## src/rtl/fm_freeze_ctrl.sv

```systemverilog
// Spybuffer freeze controller: registers one ULT stream, arms/triggers/holds freeze; FM_FREEZE_TS_EN adds trigger timestamp.
// Latency 1 cycle in->fm; no backpressure (the spybuffer gates its own writes with freeze).
module fm_freeze_ctrl #(
  parameter int DATA_WIDTH = 256,
  parameter int TRIG_WIDTH = 32,
  parameter int CNT_WIDTH  = 16,
  parameter int TS_WIDTH   = 32
) (
  input  logic                  clk_hs,
  input  logic                  rst_hs_bar,
  input  logic [DATA_WIDTH-1:0] in_data,
  input  logic                  in_vld,
  input  logic                  arm,
  input  logic                  force_trig,
  input  logic                  release_frz,
  input  logic [TRIG_WIDTH-1:0] trig_value,
  input  logic [TRIG_WIDTH-1:0] trig_mask,
  input  logic [CNT_WIDTH-1:0]  post_trig_cnt,
  output logic [DATA_WIDTH-1:0] fm_data,
  output logic                  fm_vld,
  output logic                  freeze,
  output logic [1:0]            state,
  output logic [TS_WIDTH-1:0]   trig_ts
);

  typedef enum logic [1:0] {
    IDLE   = 2'b00,
    ARMED  = 2'b01,
    POST   = 2'b10,
    FROZEN = 2'b11
  } state_t;

  state_t               state_q, state_d;
  logic [CNT_WIDTH-1:0] remain_q, remain_d;
  logic                 match;
  logic                 trig;
  logic                 trig_take;

  assign match     = in_vld && (((in_data[TRIG_WIDTH-1:0] ^ trig_value) & trig_mask) == '0);
  assign trig      = (state_q == ARMED) && (force_trig || match);
  // A release in the same cycle wins over the trigger, so nothing is latched.
  assign trig_take = trig && !release_frz;

  always_ff @(posedge clk_hs or negedge rst_hs_bar) begin
    if (!rst_hs_bar) begin
      fm_data  <= '0;
      fm_vld   <= 1'b0;
      freeze   <= 1'b0;
      state_q  <= IDLE;
      remain_q <= '0;
    end else begin
      fm_data  <= in_data;
      fm_vld   <= in_vld;
      freeze   <= (state_q == FROZEN);
      state_q  <= state_d;
      remain_q <= remain_d;
    end
  end

  always_comb begin
    state_d  = state_q;
    remain_d = remain_q;
    case (state_q)
      IDLE: begin
        if (!release_frz && arm) state_d = ARMED;
      end
      ARMED: begin
        if (release_frz) begin
          state_d = IDLE;
        end else if (trig) begin
          if (post_trig_cnt == '0) begin
            state_d = FROZEN;
          end else begin
            remain_d = post_trig_cnt;
            state_d  = POST;
          end
        end
      end
      POST: begin
        if (release_frz) begin
          state_d  = IDLE;
          remain_d = '0;
        end else if (in_vld && remain_q != '0) begin
          remain_d = remain_q - CNT_WIDTH'(1);
          if (remain_q == CNT_WIDTH'(1)) state_d = FROZEN;
        end
      end
      FROZEN: begin
        if (release_frz) state_d = IDLE;
      end
      default: state_d = IDLE;
    endcase
  end

  assign state = state_q;

`ifdef FM_FREEZE_TS_EN
  logic [TS_WIDTH-1:0] ts_cnt;

  always_ff @(posedge clk_hs or negedge rst_hs_bar) begin
    if (!rst_hs_bar) begin
      ts_cnt  <= '0;
      trig_ts <= '0;
    end else begin
      ts_cnt <= ts_cnt + TS_WIDTH'(1);
      if (trig_take) trig_ts <= ts_cnt;
    end
  end
`else
  assign trig_ts = '0;
`endif

endmodule

```

## config.mk

```make
export PLATFORM = sky130hd
export DESIGN_NAME = fm_freeze_ctrl
export DESIGN_NICKNAME = d
export VERILOG_FILES = /design/src/rtl/fm_freeze_ctrl.sv
export SDC_FILE = /design/constraint.sdc
export NUM_CORES = 1
export LEC_CHECK = 0
export CAP_MARGIN = 0
export CORE_AREA = 2 2 249 251
export DETAILED_ROUTE_END_ITERATION = 8
export DIE_AREA = 0 0 251 253
export PLACE_DENSITY_LB_ADDON = 0.05
export SYNTH_ARGS = -nofsm -noshare
export SYNTH_HDL_FRONTEND = slang
export SYNTH_SLANG_ARGS = --single-unit
export TNS_END_PERCENT = 100
```

## constraint.sdc

```tcl
create_clock -name clk_hs -period 2.5 [get_ports clk_hs]
set_input_delay 0.5 -clock clk_hs [delete_from_list [all_inputs] [get_ports clk_hs]]
set_output_delay 0.5 -clock clk_hs [all_outputs]
set_load 0.05 [all_outputs]
```

==> implementation parameters <==
Parameter                              Value

Die
  Die width    251 um
  Core Region    61,030 um^2
  Floorplan die height    253 um
  Starting density of the core    0.1383
  Number of top-level pins    634
  Die outline area    63,500 um^2
  Row Count    91

Finish
  Layout Area Growth over Synthesis    102.5%
  Fin cells    2,029
  Non-Filler Cell Area, Final    17,090 um^2
  Proportion of layout cells with a drive suffix above 1    0.1167
  FF+latch area    6907 um^2
  Final nets    1,553
  Post-layout utilization of the core    0.2800
  Area used by multi-input combinational logic    1353 um^2
  Filler cell count in the final layout    6,312

Routing
  Via-to-Cell Ratio    3.355
  DR iter-0 viols    175
  Post-route ant nets    0
  Count of unresolved DRC violations after routing    0
  WL final    41,850 um
  Routed via count    6,808
  Number of search-and-repair iterations in the first detailed-routing pass    5
  Average wire per cell in the routed design    20.63 um

Global route
  Global-route congestion overflow total    0
  Wire length of the first global-routing pass    57,030 um
  Maximum number of pins on one net before global-route repair    68
  Via count of the first global-routing pass    7,322
  Global routing usage summed across all routing layers    0.1285
  Number of antenna violations at the first check in global routing    16

Timing
  Final worst-path cycle share    0.9515
  Min Hold Slack    0.3836 ns
  Setup violation total in the final timing report    0
  Fin crit period    2.379 ns
  Number of pins exceeding their max-slew limit in the final report    0
  Aggregate negative setup slack    0 ns
  Max-slew headroom    0.5113
  Peak clock frequency supported by timing    0.4204 GHz
  Actual transition at the worst max-transition pin    0.7331 ns
  Final number of hold-violating endpoints    0
  Maximum clock skew at final layout    0.004712 ns
  PnR worst setup slack    0.1213 ns
  RSZ-0062 raised after global routing    false

Power
  Sequential cell fraction of total power    0.384
  Power consumption    12.85 mW
  Fraction of power spent switching nets    0.2970
  Switching component of the power    3.817 mW
  Peak supply drop    401.4 uV
  Static power due to leakage    7.136 nW
  Power density relative to cell area    752.2 nW/um^2
  Cell internal pwr    9.037 mW
  Clock network power share    0.408
  Share of power burned in combinational logic    0.208

Synth
  Simple-Gate Fraction of Synth Area    0.04774
  Number of distinct standard cells referenced by the synthesized netlist    45
  Most common flop cell mapped by yosys    dfrtp_1
  Post-synthesis instance area    8439 um^2
  Share of the synthesized area in compound gates (AO/OA/AOI/OAI)    0.05886
  Dominant combinational cell family by area after synthesis    compound AO/OA/AOI/OAI gates
  Fraction of synthesized cell area in xor and xnor cells    0.03321
  Fraction of synthesis flops using an asynchronous set or reset pin    1.000
  Post-synth EDFFs    0
  Multiplexer share of the synthesized area    0.001186
  Synthesis warning total    0
  Proportion of synthesized chip area in sequential cells    0.8184
  Mean instance size in the synthesized netlist    16.68 um^2
  Fraction of the mapped netlist area in adder cells    0.004448
  Number of cells produced by synthesis    506
  Seq cells post-synth    276

Critical path
  Critical setup path kind    reg -> out
  Capture point of the worst reg-to-reg path    remain_q[15]$_DFFE_PN0P_
  Crit path capture type    output port
  Worst reg2reg startpoint    remain_q[1]$_DFFE_PN0P_
  Slowest cell on crit path    clkdlybuf4s50_1
  Data arrival at the endpoint of the critical path    1.88 ns
  Reg2Reg Setup Slack    0.37 ns
  Crit path max-delay family    buffers and inverters
  Critical Path Start Type    register
  Required time of the critical path    2.00 ns
  Critical path peak fanout    7
  Worst reg2reg path depth    7
  WP buf/inv    1
  Cell breakdown of the critical path    clkdlybuf4s50_1
  Peak per-stage delay on the critical path    0.88 ns

Place
  Number of I/O port buffers    601
  Cell count after placement    1,958
  Detailed placement HPWL    34,370 um
  Placed cell areas    15,870 um^2
  Dpl ws    -0.4659 ns
  Global placement routability congestion    0.7600

Hold path
  Cell count of the worst hold path    1
  Worst min path class    in -> reg
  Hold path start    in_data[186]
  Worst hold endpoint    fm_data[186]$_DFF_PN0_

CTS
  Later-pin clock latency in the skew report    0.54 ns
  Clock tree from TritonCTS    yes
  Root Driver    clkbuf_16
  CTS buffer count    37
  Number of clock sinks    276
  Clock transition at the registers of the reported paths    0.06 ns
  Clock H-tree levels    2
  Max Root-Sink Buffers    3

Flow run
  Max-cap violations    0

Run status
  Run status    complete, no violations
## worst max path at each step
stage                                    start                      end  slack [ns]  cells past startpoint
after CTS                 state[0]$_DFFE_PN0P_                 state[0]        0.06                      1
after global placement          trig_value[15]  remain_q[0]$_DFFE_PN0P_       -0.43                     11
final                     state[0]$_DFFE_PN0P_                 state[0]        0.12                      1
after floorplan                 trig_value[13]  remain_q[2]$_DFFE_PN0P_        0.45                      8
after detailed placement           in_data[15]  remain_q[0]$_DFFE_PN0P_       -0.47                     11
after global routing      state[0]$_DFFE_PN0P_                 state[0]        0.02                      1
## cell type report
type                    instances  share of cell area
well taps                     790             0.05784
clock inverters                 9            0.005637
flip-flops and latches        276              0.4041
clock buffers                  56             0.06428
multi-input cells             217             0.07914
diodes                          5           0.0007321
inverters                       6            0.001318
repair buffers                670              0.3869
## logic make-up after synthesis
| logic type | count (synthesis) |
|---|---|
| fa+ha+maj | 3 |
| mux | 1 |
| flops | 276 |
| buf+inv | 44 |
| other cells | 1 |
| simple gates | 76 |
| xor+xnor | 32 |
| compound gates | 73 |
## per-layer routing
layer / vias to the layer above / routed length, um / part of all wire / track usage
met3: 68 / 5245 / 0.13 / 0.07782
li1: 3073 / - / - / -
met5: - / 146 / 0.0035 / 0
met2: 379 / 22280 / 0.53 / 0.2386
met4: 22 / 731 / 0.017 / 0.02823
met1: 3266 / 13460 / 0.32 / 0.1195
## sequential cells by signal (all words and copies together), names as in the netlist
name,cells
fm_data,256
remain_q,16
state,2
fm_vld,1
freeze,1
## synthesized netlist by cell type (5+ instances only)
cell | number | area (um^2)
a22oi_1 | 18 | 135.1
o21ai_0 | 20 | 100.1
nor4_1 | 5 | 31.28
a21oi_1 | 13 | 65.06
nand2_1 | 14 | 52.55
nor3_1 | 12 | 60.06
nand3_1 | 11 | 55.05
xor2_1 | 32 | 280.3
buf_4 | 32 | 240.2
nor2_1 | 16 | 60.06
dfrtp_1 | 276 | 6907
inv_1 | 6 | 22.52
## power groups by stage
| stage | Clock, mW | Sequential [mW] | Combinational [mW] |
|---|---|---|---|
| after floorplan | 0 | 5.78 | 0.501 |
| after global placement | 0 | 5.02 | 2.72 |
| after detailed placement | 0 | 5.02 | 2.71 |
| after CTS | 5.50 | 4.94 | 2.72 |
| after global routing | 5.70 | 4.98 | 2.83 |
| final | 5.24 | 4.94 | 2.67 |
## cell usage in the layout, fill, tap and decap left out, types with 5 or more instances in the layout
| cell type | n |
|---|---|
| nor4_1 | 5 |
| nor3_1 | 12 |
| clkbuf_8 | 8 |
| a21oi_1 | 13 |
| buf_12 | 7 |
| clkbuf_16 | 38 |
| dfrtp_1 | 276 |
| clkdlybuf4s50_1 | 593 |
| clkinv_2 | 6 |
| nand2_1 | 14 |
| inv_1 | 6 |
| xor2_1 | 32 |
| conb_1 | 32 |
| o21ai_0 | 20 |
| nor2_1 | 16 |
| a22oi_1 | 17 |
| buf_4 | 67 |
| clkbuf_1 | 10 |
| diode_2 | 5 |
| nand3_1 | 11 |
## what timing repair did
action / in CTS / in global routing
setup buffers: 0 / 0
setup endpoints to repair: 1 / 6
gates resized for setup: 1 / 1
hold buffers: 1 / 0
hold endpoints to repair: 24 / 0
(Power assumes the default switching activity.)
